**src/rtl/commit_monitor_pkg.sv**
```systemverilog
// Shared definitions for the retirement-stream commit monitor.
//   PC_WIDTH / CNT_WIDTH / TRACE_FIFO_DEPTH : default widths and FIFO depth
//   TRACE_* : bit positions of the flag fields inside a trace record, which is
//             laid out {pc, actual_npc, branch, taken, mispred} MSB first
//   resolve_kind_e : why the pending record is being resolved this cycle
package commit_monitor_pkg;

  localparam int PC_WIDTH         = 32;
  localparam int CNT_WIDTH        = 32;
  localparam int TRACE_FIFO_DEPTH = 8;

  localparam int TRACE_MISPRED    = 0;
  localparam int TRACE_TAKEN      = 1;
  localparam int TRACE_BRANCH     = 2;
  localparam int TRACE_NPC_LSB    = 3;

  typedef enum logic [1:0] {
    RES_NONE   = 2'd0,
    RES_COMMIT = 2'd1,
    RES_HALT   = 2'd2
  } resolve_kind_e;

endpackage

```
**src/rtl/commit_monitor_trace_fifo.sv**
```systemverilog
// trace_fifo: valid/ready trace buffer with a registered head output.
//   clk, rst : clock, asynchronous active-high reset
//   push, din : write request and record; accepted when not full, or when
//               full and a pop happens in the same cycle
//   pop       : remove the head; ignored while empty
//   full, empty : occupancy flags from pointer MSB/index compare
//   dout      : registered copy of the head entry
module trace_fifo #(
  parameter int WIDTH = 67,
  parameter int DEPTH = 8
) (
  input  logic             clk,
  input  logic             rst,
  input  logic             push,
  input  logic [WIDTH-1:0] din,
  input  logic             pop,
  output logic             full,
  output logic             empty,
  output logic [WIDTH-1:0] dout
);

  localparam int AW = $clog2(DEPTH);

  logic [WIDTH-1:0] mem_r [DEPTH];
  logic [AW:0]      wptr_r;
  logic [AW:0]      rptr_r;
  logic [WIDTH-1:0] dout_r;
  logic             pop_ok_s;
  logic             push_ok_s;
  logic [AW:0]      rptr_nx_s;
  logic [WIDTH-1:0] head_s;

  assign empty = (wptr_r == rptr_r);
  assign full  = (wptr_r[AW] != rptr_r[AW]) && (wptr_r[AW-1:0] == rptr_r[AW-1:0]);
  assign dout  = dout_r;

  // Acceptance and the head entry as it will look after this edge
  always_comb begin
    pop_ok_s  = pop && !empty;
    push_ok_s = push && (!full || pop_ok_s);
    rptr_nx_s = rptr_r + {{AW{1'b0}}, pop_ok_s};
    // The incoming record becomes the head when it lands in the slot the
    // read pointer will point at (FIFO empty after this cycle's pop).
    if (push_ok_s && (wptr_r[AW-1:0] == rptr_nx_s[AW-1:0])) begin
      head_s = din;
    end else begin
      head_s = mem_r[rptr_nx_s[AW-1:0]];
    end
  end

  // Storage, pointers and the registered head
  always_ff @(posedge clk or posedge rst) begin
    if (rst) begin
      wptr_r <= {(AW+1){1'b0}};
      rptr_r <= {(AW+1){1'b0}};
      dout_r <= {WIDTH{1'b0}};
      for (int i = 0; i < DEPTH; i++) begin
        mem_r[i] <= {WIDTH{1'b0}};
      end
    end else begin
      if (push_ok_s) begin
        mem_r[wptr_r[AW-1:0]] <= din;
      end
      wptr_r <= wptr_r + {{AW{1'b0}}, push_ok_s};
      rptr_r <= rptr_nx_s;
      dout_r <= head_s;
    end
  end

endmodule

```
**src/rtl/commit_monitor.sv**
```systemverilog
// commit_monitor: resolves each retired instruction's predicted next PC
// against the next retired PC, keeps saturating performance counters and
// buffers one trace record per resolved instruction for the host.
//   clk_i, rst            : clock, asynchronous active-high reset
//   commit_*_i            : retirement stream (valid, pc, predicted next pc,
//                           conditional-branch flag, taken flag)
//   halt_i                : resolve the pending record with no successor
//   clear_i               : synchronous zero of all counters
//   *_cnt_o               : saturating counters
//   trace_valid_o/data_o  : FIFO head, popped when trace_ready_i is high
module commit_monitor
  import commit_monitor_pkg::*;
#(
  parameter int PC_W       = PC_WIDTH,
  parameter int CNT_W      = CNT_WIDTH,
  parameter int FIFO_DEPTH = TRACE_FIFO_DEPTH
) (
  input  logic              clk_i,
  input  logic              rst,
  input  logic              commit_i,
  input  logic [PC_W-1:0]   commit_pc_i,
  input  logic [PC_W-1:0]   commit_pre_pc_i,
  input  logic              commit_branch_i,
  input  logic              commit_taken_i,
  input  logic              halt_i,
  input  logic              clear_i,
  output logic [CNT_W-1:0]  instr_cnt_o,
  output logic [CNT_W-1:0]  branch_cnt_o,
  output logic [CNT_W-1:0]  taken_cnt_o,
  output logic [CNT_W-1:0]  mispred_cnt_o,
  output logic [CNT_W-1:0]  br_mispred_cnt_o,
  output logic [CNT_W-1:0]  drop_cnt_o,
  output logic              trace_valid_o,
  output logic [2*PC_W+2:0] trace_data_o,
  input  logic              trace_ready_i
);

  localparam int TW = 2 * PC_W + 3;

  logic            pend_valid_r;
  logic [PC_W-1:0] pend_pc_r;
  logic [PC_W-1:0] pend_pre_r;
  logic            pend_br_r;
  logic            pend_tk_r;

  resolve_kind_e   res_kind_s;
  logic            res_s;
  logic [PC_W-1:0] npc_s;
  logic            mispred_s;
  logic [TW-1:0]   rec_s;
  logic            full_s;
  logic            empty_s;
  logic            pop_s;
  logic            drop_s;

  function automatic logic [CNT_W-1:0] sat_inc(input logic [CNT_W-1:0] cnt,
                                               input logic            inc);
    if (inc && (cnt != {CNT_W{1'b1}})) begin
      sat_inc = cnt + {{(CNT_W-1){1'b0}}, 1'b1};
    end else begin
      sat_inc = cnt;
    end
  endfunction

  // Decide whether and how the pending record resolves; a commit beats halt
  always_comb begin
    if (pend_valid_r && commit_i) begin
      res_kind_s = RES_COMMIT;
    end else if (pend_valid_r && halt_i) begin
      res_kind_s = RES_HALT;
    end else begin
      res_kind_s = RES_NONE;
    end
    case (res_kind_s)
      RES_COMMIT: begin
        res_s     = 1'b1;
        npc_s     = commit_pc_i;
        mispred_s = (pend_pre_r != commit_pc_i);
      end
      RES_HALT: begin
        // No successor exists, so the prediction is taken as correct.
        res_s     = 1'b1;
        npc_s     = pend_pre_r;
        mispred_s = 1'b0;
      end
      default: begin
        res_s     = 1'b0;
        npc_s     = pend_pre_r;
        mispred_s = 1'b0;
      end
    endcase
    rec_s                        = {TW{1'b0}};
    rec_s[TW-1 -: PC_W]          = pend_pc_r;
    rec_s[TRACE_NPC_LSB +: PC_W] = npc_s;
    rec_s[TRACE_BRANCH]          = pend_br_r;
    rec_s[TRACE_TAKEN]           = pend_tk_r;
    rec_s[TRACE_MISPRED]         = mispred_s;
  end

  assign pop_s         = trace_ready_i && !empty_s;
  assign drop_s        = res_s && full_s && !pop_s;
  assign trace_valid_o = !empty_s;

  // Pending record: load on every commit, retire on a halt without commit
  always_ff @(posedge clk_i or posedge rst) begin
    if (rst) begin
      pend_valid_r <= 1'b0;
      pend_pc_r    <= {PC_W{1'b0}};
      pend_pre_r   <= {PC_W{1'b0}};
      pend_br_r    <= 1'b0;
      pend_tk_r    <= 1'b0;
    end else if (commit_i) begin
      pend_valid_r <= 1'b1;
      pend_pc_r    <= commit_pc_i;
      pend_pre_r   <= commit_pre_pc_i;
      pend_br_r    <= commit_branch_i;
      pend_tk_r    <= commit_taken_i;
    end else if (halt_i) begin
      pend_valid_r <= 1'b0;
    end
  end

  // Saturating performance counters; clear discards same-cycle increments
  always_ff @(posedge clk_i or posedge rst) begin
    if (rst) begin
      instr_cnt_o      <= {CNT_W{1'b0}};
      branch_cnt_o     <= {CNT_W{1'b0}};
      taken_cnt_o      <= {CNT_W{1'b0}};
      mispred_cnt_o    <= {CNT_W{1'b0}};
      br_mispred_cnt_o <= {CNT_W{1'b0}};
      drop_cnt_o       <= {CNT_W{1'b0}};
    end else if (clear_i) begin
      instr_cnt_o      <= {CNT_W{1'b0}};
      branch_cnt_o     <= {CNT_W{1'b0}};
      taken_cnt_o      <= {CNT_W{1'b0}};
      mispred_cnt_o    <= {CNT_W{1'b0}};
      br_mispred_cnt_o <= {CNT_W{1'b0}};
      drop_cnt_o       <= {CNT_W{1'b0}};
    end else begin
      instr_cnt_o      <= sat_inc(instr_cnt_o, res_s);
      branch_cnt_o     <= sat_inc(branch_cnt_o, res_s && pend_br_r);
      taken_cnt_o      <= sat_inc(taken_cnt_o, res_s && pend_br_r && pend_tk_r);
      mispred_cnt_o    <= sat_inc(mispred_cnt_o, res_s && mispred_s);
      br_mispred_cnt_o <= sat_inc(br_mispred_cnt_o, res_s && mispred_s && pend_br_r);
      drop_cnt_o       <= sat_inc(drop_cnt_o, drop_s);
    end
  end

  trace_fifo #(
    .WIDTH(TW),
    .DEPTH(FIFO_DEPTH)
  ) u_trace_fifo (
    .clk  (clk_i),
    .rst  (rst),
    .push (res_s),
    .din  (rec_s),
    .pop  (pop_s),
    .full (full_s),
    .empty(empty_s),
    .dout (trace_data_o)
  );

endmodule
```
**config.mk**
```make
export PLATFORM = sky130hd
export DESIGN_NAME = commit_monitor
export DESIGN_NICKNAME = d
export VERILOG_FILES = /design/src/rtl/commit_monitor_pkg.sv /design/src/rtl/commit_monitor_trace_fifo.sv /design/src/rtl/commit_monitor.sv
export SDC_FILE = /design/constraint.sdc
export NUM_CORES = 2
export LEC_CHECK = 0
export ABC_AREA = 1
export CAP_MARGIN = 20
export CORE_ASPECT_RATIO = 1.25
export CORE_UTILIZATION = 48
export CTS_CLUSTER_SIZE = 30
export DETAILED_ROUTE_END_ITERATION = 7
export PLACE_DENSITY = 0.73
export RECOVER_POWER = 100
export SLEW_MARGIN = 40
export SYNTH_ARGS = -nofsm -noshare
export SYNTH_HDL_FRONTEND = slang
export SYNTH_SLANG_ARGS = --single-unit
export TNS_END_PERCENT = 100
```
**constraint.sdc**
```tcl
create_clock -name clk_i -period 83.1 [get_ports clk_i]
set_input_delay 16.62 -clock clk_i [delete_from_list [all_inputs] [get_ports clk_i]]
set_output_delay 16.62 -clock clk_i [all_outputs]
set_load 0.01 [all_outputs]
```
# Word-level counts from Yosys, hierarchy flattened
# Cells that the tools add are included.
# Widths: inputs -> output; s select.
[classes]
addsub = 8
n_lt_le_gt_ge = 3
eq_ne = 13
muxes = 26
bitwise = 2
reduce_logical = 32
[ops]
columns = ["operator", "count"]
rows = [
  ["$bwmux 536", 1],
  ["$mux 32", 13],
  ["$mux 67", 4],
  ["$bmux 67 s3", 1],
  ["$demux 67 s3", 1],
  ["$add 32x1->32 const B", 6],
  ["$ne 32x32->1 const B", 6],
  ["$ne 32x32->1", 1],
  ["$logic_and 1x1->1", 20],
  ["$reduce_bool 2->1", 7],
  ["$add 4x1->4", 2],
  ["$ge 4x4->1 const B", 2],
  ["$not 3->4", 2],
  ["$eq 3x3->1", 2],
  ["$eq 4x4->1", 1],
  ["$lt 4x1->1 const B", 1],
  ["$mux 1", 4],
  ["$mux 2", 2],
  ["$logic_not 1->1", 3],
  ["$eq 2x1->1 const B", 1],
  ["$eq 2x2->1 const B", 1],
  ["$reduce_or 2->1", 1],
  ["$logic_or 1x1->1", 1],
  ["$ne 1x1->1", 1],
]
[totals]
ff_bits = 870
inputBits = 72
word_cells = 106

# Logic depth before layout (Yosys ltp)
[logic_depth]
word_depth = 11
ltp_mapped = 16
depth_no_buf = 13

# By module
# A second synthesis with hierarchy kept.
[unflattened]
hier_cells = 6367
area_unflattened_um2 = 47048.9
[by_module_without_submodules]
columns = ["module", "instances", "cells_each", "area_per_inst_um2", "seq_area_each_um2"]
rows = [
  ["trace_fifo", 1, 4060, 30943.4, 15289.7],
  ["commit_monitor", 1, 2307, 16105.4, 6481.2],
]

# Worst setup path after synthesis
# OpenSTA, ideal clock, no wires.
[synth_path]
path_kind = "input -> register"
start = "in trace_ready_i"
end = "reg u_trace_fifo.dout_r[26], in the netlist u_trace_fifo.dout[26]"
setup_ns = 0.131
t_arrival_ns = 18.390
required_ns = 82.970
path_slack_ns = 64.579
stages = 12
path_buffers = 3
path_cell_list = "inv_1 > a21oi_1 > ha_1 > ha_1 > buf_2 > clkbuf_1 > clkbuf_1 > a21oi_1 > o21ai_0 > a21oi_1 > o21ai_0 > o21ai_0"
[synth_via]
elab_chain_len = 8
word_cells_on_any_way = 12
cone_classes = "1 x add/sub; 1 x eq/ne; 4 x mux; 1 x bitwise; 5 x reduce/logical"
[synth_rtl]
columns = ["element", "line", "text"]
rows = [
  ["from (decl)", "commit_monitor.sv:35", "input logic trace_ready_i"],
  ["$logic_and 1x1->1 (*)", "commit_monitor.sv:100", "assign pop_s = trace_ready_i && !empty_s;"],
  ["$logic_and 1x1->1 (*)", "commit_monitor_trace_fifo.sv:39", "pop_ok_s = pop && !empty;"],
  ["$add 4x1->4 (*)", "commit_monitor_trace_fifo.sv:41", "rptr_nx_s = rptr_r + {{AW{1'b0}}, pop_ok_s};"],
  ["via u_trace_fifo.rptr_nx_s[1]", "commit_monitor_trace_fifo.sv:30", "logic [AW:0] rptr_nx_s;"],
  ["$not 3->4 (implied by the code)", "commit_monitor_trace_fifo.sv:47", "head_s = mem_r[rptr_nx_s[AW-1:0]];"],
  ["$bmux 67 s3", "commit_monitor_trace_fifo.sv:47", ""],
  ["$mux 67 (implied by the code) (2 in a row)", "commit_monitor_trace_fifo.sv:47", ""],
  ["$mux 67 (*)", "commit_monitor_trace_fifo.sv:44", "if (push_ok_s && (wptr_r[AW-1:0] == rptr_nx_s[AW-1:0])) begin"],
  ["via u_trace_fifo.head_s[26]", "commit_monitor_trace_fifo.sv:31", "logic [WIDTH-1:0] head_s;"],
  ["to (signal assigned)", "commit_monitor_trace_fifo.sv:56", "dout_r <= {WIDTH{1'b0}};"],
  ["to (signal assigned)", "commit_monitor_trace_fifo.sv:66", "dout_r <= head_s;"],
  ["to (decl)", "commit_monitor_trace_fifo.sv:27", "logic [WIDTH-1:0] dout_r;"],
]
# The timed path passes the listed nets; every way through them passes the cells marked *. The select of a mux whose other input is x is not followed.
# A chain may end at the register's enable or synchronous reset.

# Worst setup path after layout
[layout_path]
start = "in trace_ready_i"
end = "reg u_trace_fifo.dout_r[4], in the netlist u_trace_fifo.dout[4]"
# Same word-level chain as after synthesis.

==> results.txt <==
status = complete, but fails checks
failing checks = capacitance limit, slew limit
final hold vios = 0
row cnt = 121
largest net degree at the start of global routing = 157
# fillers = 7941
worst reg2reg startpoint = u_trace_fifo.wptr_r[0]$_DFF_PP0_
CTS resizes = 0
Max H-tree Level = 3
Cell Chain, Critical Path = dlygate4sd3_1 > inv_1 > a21oi_1 > ha_1 > ha_1 > clkbuf_1 > clkbuf_1 > nand2_1 > nand4_1 > a21oi_1 > nand2_1 > clkbuf_1 > o21ai_0 > o21ai_0
crit path time final = 27.18 ns
crit path from = trace_ready_i
Die Y = 334.5 um
post-CTS setup buffer count = 0
total wire length = 128.7 mm
crit-path leading delay family = buffers and inverters
DR iter-0 viols = 3519
Core Footprint = 87360 um^2
Critical Path Most Common Cell = clkbuf_1
worst skew pair latency = 0.67 ns
Yosys reg bits = 870
Longest Clk Path Bufs = 3
CTS tree = built
crit start category = input port
Clock Sinks = 870
DP Worst Slack = 61.86 ns
critical path class = input port to flop
post-synthesis cell count = 5280
Synth Flop Type = dfrtp_1
layout cell share with drive strength beyond 1 = 3.945%
setup ws final = 55.92 ns
nets = 5536
syn_nets = 5362
CP endpoint kind = flop
Avg Inst Size Synth = 8.042 um^2
Pre-antenna DRT Iters = 6
Routed Antenna Nets = 0
Mapped Area = 42460 um^2
DR vias = 37549
Final period util = 32.71%
final setup TNS = 0 ns
hpwl dp = 82.20 mm
GR Overflow Total = 0
Critical Path RT = 83.62 ns
RSZ-0062 raised after global routing = no
Die Width = 268.0 um
Max Cap Viol = 42
Async SR Flop Fraction = 100.0%
reg2reg end = u_trace_fifo.dout[4]$_DFF_PP0_
Worst Skew = 0.05418 ns
clock slew at reported path FFs = 0.06 ns
r2r setup slk = 71.63 ns
worst vdd ir = 0.00003229 V
total CTS buffers = 89
vias in the first global route = 35676
number of buffers added on ports = 331
Power Total = 1.740 mW
pwr/cell area = 35.36 nW/um^2
Layout area overhead = 15.91%
vias per std cell = 5.609
Setup violations, final = 0
crit path max-delay cell type = clkbuf_1
wire length of the first global-routing pass = 201.1 mm
# DRC = 0
Tot GR Track Use = 28.54%
initial core utilization = 48.61%
CP endpoint = u_trace_fifo.dout[4]$_DFF_PP0_
CTS root buf = clkbuf_16
hold_buf cts = 0
WP depth = 14
Crit path buffers/inverters = 5
DR WL/cell = 19.23 um
num ports = 332
Placer Congestion = 0.9584
Arr. time, crit path = 27.70 ns
Max Slew Vio Count = 2505
Hold Path Class = flop to flop
worst slew pin tran = 4.801 ns
Max-Slew Margin vs Limit = -221.8%
peak fanout along the critical path = 76
number of flops mapped to enable cells by yosys = 0
Warnings, synthesis = 0
fmax = 36.79 MHz
area of the die = 89670 um^2
Synth cell types = 46
CP peak stage delay = 2.66 ns
Register-to-Register Path Depth = 15
P_leak = 22.16 nW
post-synthesis sequential area ratio = 51.27%
initial antenna violation count = 5
[metrics by stage]
stage                     instances  hold WS, ns  cell area (um^2)  util (%)
after floorplan                5280       0.4478             42460         -
after global placement         6520       0.4561             46200     52.89
after detailed placement       6528       0.4667             46440     53.17
after CTS                      6691       0.4801             49660     56.85
after global routing           6694       0.4926             49220     56.34
final                          6695       0.4782             49220     56.34
[flip-flops by register name, summed over array words and instances (netlist names), 32 cells and up]
| signal | flops |
|---|---|
| branch_cnt_o | 32 |
| pend_pc_r | 32 |
| pend_pre_r | 32 |
| u_trace_fifo.mem_r | 536 |
| u_trace_fifo.dout | 67 |
| br_mispred_cnt_o | 32 |
| drop_cnt_o | 32 |
| mispred_cnt_o | 32 |
| instr_cnt_o | 32 |
| taken_cnt_o | 32 |
[worst min-delay path: stages (launching register included)]
cell and delay (ns):
dfrtp_1 0.34, nand2_1 0.05, o21ai_0 0.05
[cell usage in the layout (no fill, tap or decap), types with 3 or more instances in the layout]
master	instances
a21o_1	3
a21oi_1	211
buf_4	11
buf_6	4
bufinv_16	12
clkbuf_1	58
clkbuf_16	91
clkbuf_8	23
clkdlybuf4s50_1	60
clkinv_2	12
dfrtp_1	870
dlygate4sd3_1	269
ha_1	10
inv_1	413
inv_2	3
mux2i_1	35
nand2_1	1341
nand2_2	3
nand3_1	165
nand4_1	66
nor2_1	391
nor2_2	4
nor3_1	133
nor3b_1	11
nor4_1	4
o211ai_1	34
o21ai_0	1033
o21ai_1	13
o221ai_1	35
o31ai_1	8
or2_2	33
xnor2_1	56
xor2_1	78
[area by class of cell]
type | count | area [um^2] | area share, %
Antenna cell | 1 | 2.502 | 0.005084
Clock buffer | 131 | 2658 | 5.399
Clock inverter | 32 | 556.8 | 1.131
Inverter | 421 | 1592 | 3.234
Multi-Input combinational cell | 3684 | 17530 | 35.61
Sequential cell | 870 | 21770 | 44.23
Tap cell | 1168 | 1461 | 2.969
Timing Repair Buffer | 388 | 3650 | 7.415
[synth_stat cells (all sizes together) (33+ instances only)]
master	n	area share [%]
a21oi	211	2.5
buf	140	2.0
clkbuf	165	1.5
dfrtp	870	51
inv	418	3.7
mux2i	35	0.83
nand2	1344	12
nand3	165	2.0
nand4	68	1.1
nor2	397	3.7
nor3	134	1.6
o211ai	34	0.60
o21ai	1048	12
o221ai	35	0.72
or2	33	0.49
xnor2	56	1.2
xor2	79	1.6
[how the worst min path moves through the flow]
stage,from,end,slack (ns),cells past startpoint
final,u_trace_fifo.mem_r[229]$_DFFE_PP0P_,u_trace_fifo.mem_r[229]$_DFFE_PP0P_,0.48,2
after global routing,u_trace_fifo.mem_r[498]$_DFFE_PP0P_,u_trace_fifo.mem_r[498]$_DFFE_PP0P_,0.49,2
after CTS,pend_pc_r[24]$_DFFE_PP0P_,u_trace_fifo.mem_r[193]$_DFFE_PP0P_,0.48,2
after detailed placement,pend_pc_r[14]$_DFFE_PP0P_,u_trace_fifo.mem_r[183]$_DFFE_PP0P_,0.47,2
after global placement,pend_pc_r[8]$_DFFE_PP0P_,u_trace_fifo.mem_r[177]$_DFFE_PP0P_,0.46,2
after floorplan,u_trace_fifo.mem_r[133]$_DFFE_PP0P_,u_trace_fifo.mem_r[133]$_DFFE_PP0P_,0.45,2
[metal layers]
metal	track usage, %	part of all wire, %	wire length, um	vias up
li1	-	-	-	17630
met1	35.85	39	50670	18157
met2	46.89	48	61570	1470
met3	6.029	8.2	10500	284
met4	13.25	4.6	5946	8
met5	0	0.035	45	-
[power by group]
part / total, mW / leakage, nW / internal, mW / switching [mW]
clock: 0.436 / 1.57 / 0.260 / 0.176
combinational: 0.659 / 9.40 / 0.234 / 0.426
sequential: 0.645 / 11.2 / 0.571 / 0.0738
total: 1.74 / 22.2 / 1.06 / 0.675
[kinds of logic after synthesis]
logic type / Yosys count / synth area share [%]
buf+inv: 726 / 7.210
compound gates: 1344 / 16.48
xor+xnor: 135 / 2.802
mux: 35 / 0.8250
fa+ha+maj: 10 / 0.2947
simple gates: 2160 / 21.12
flops: 870 / 51.27
No activity file was read; power rests on OpenSTA's default activity.
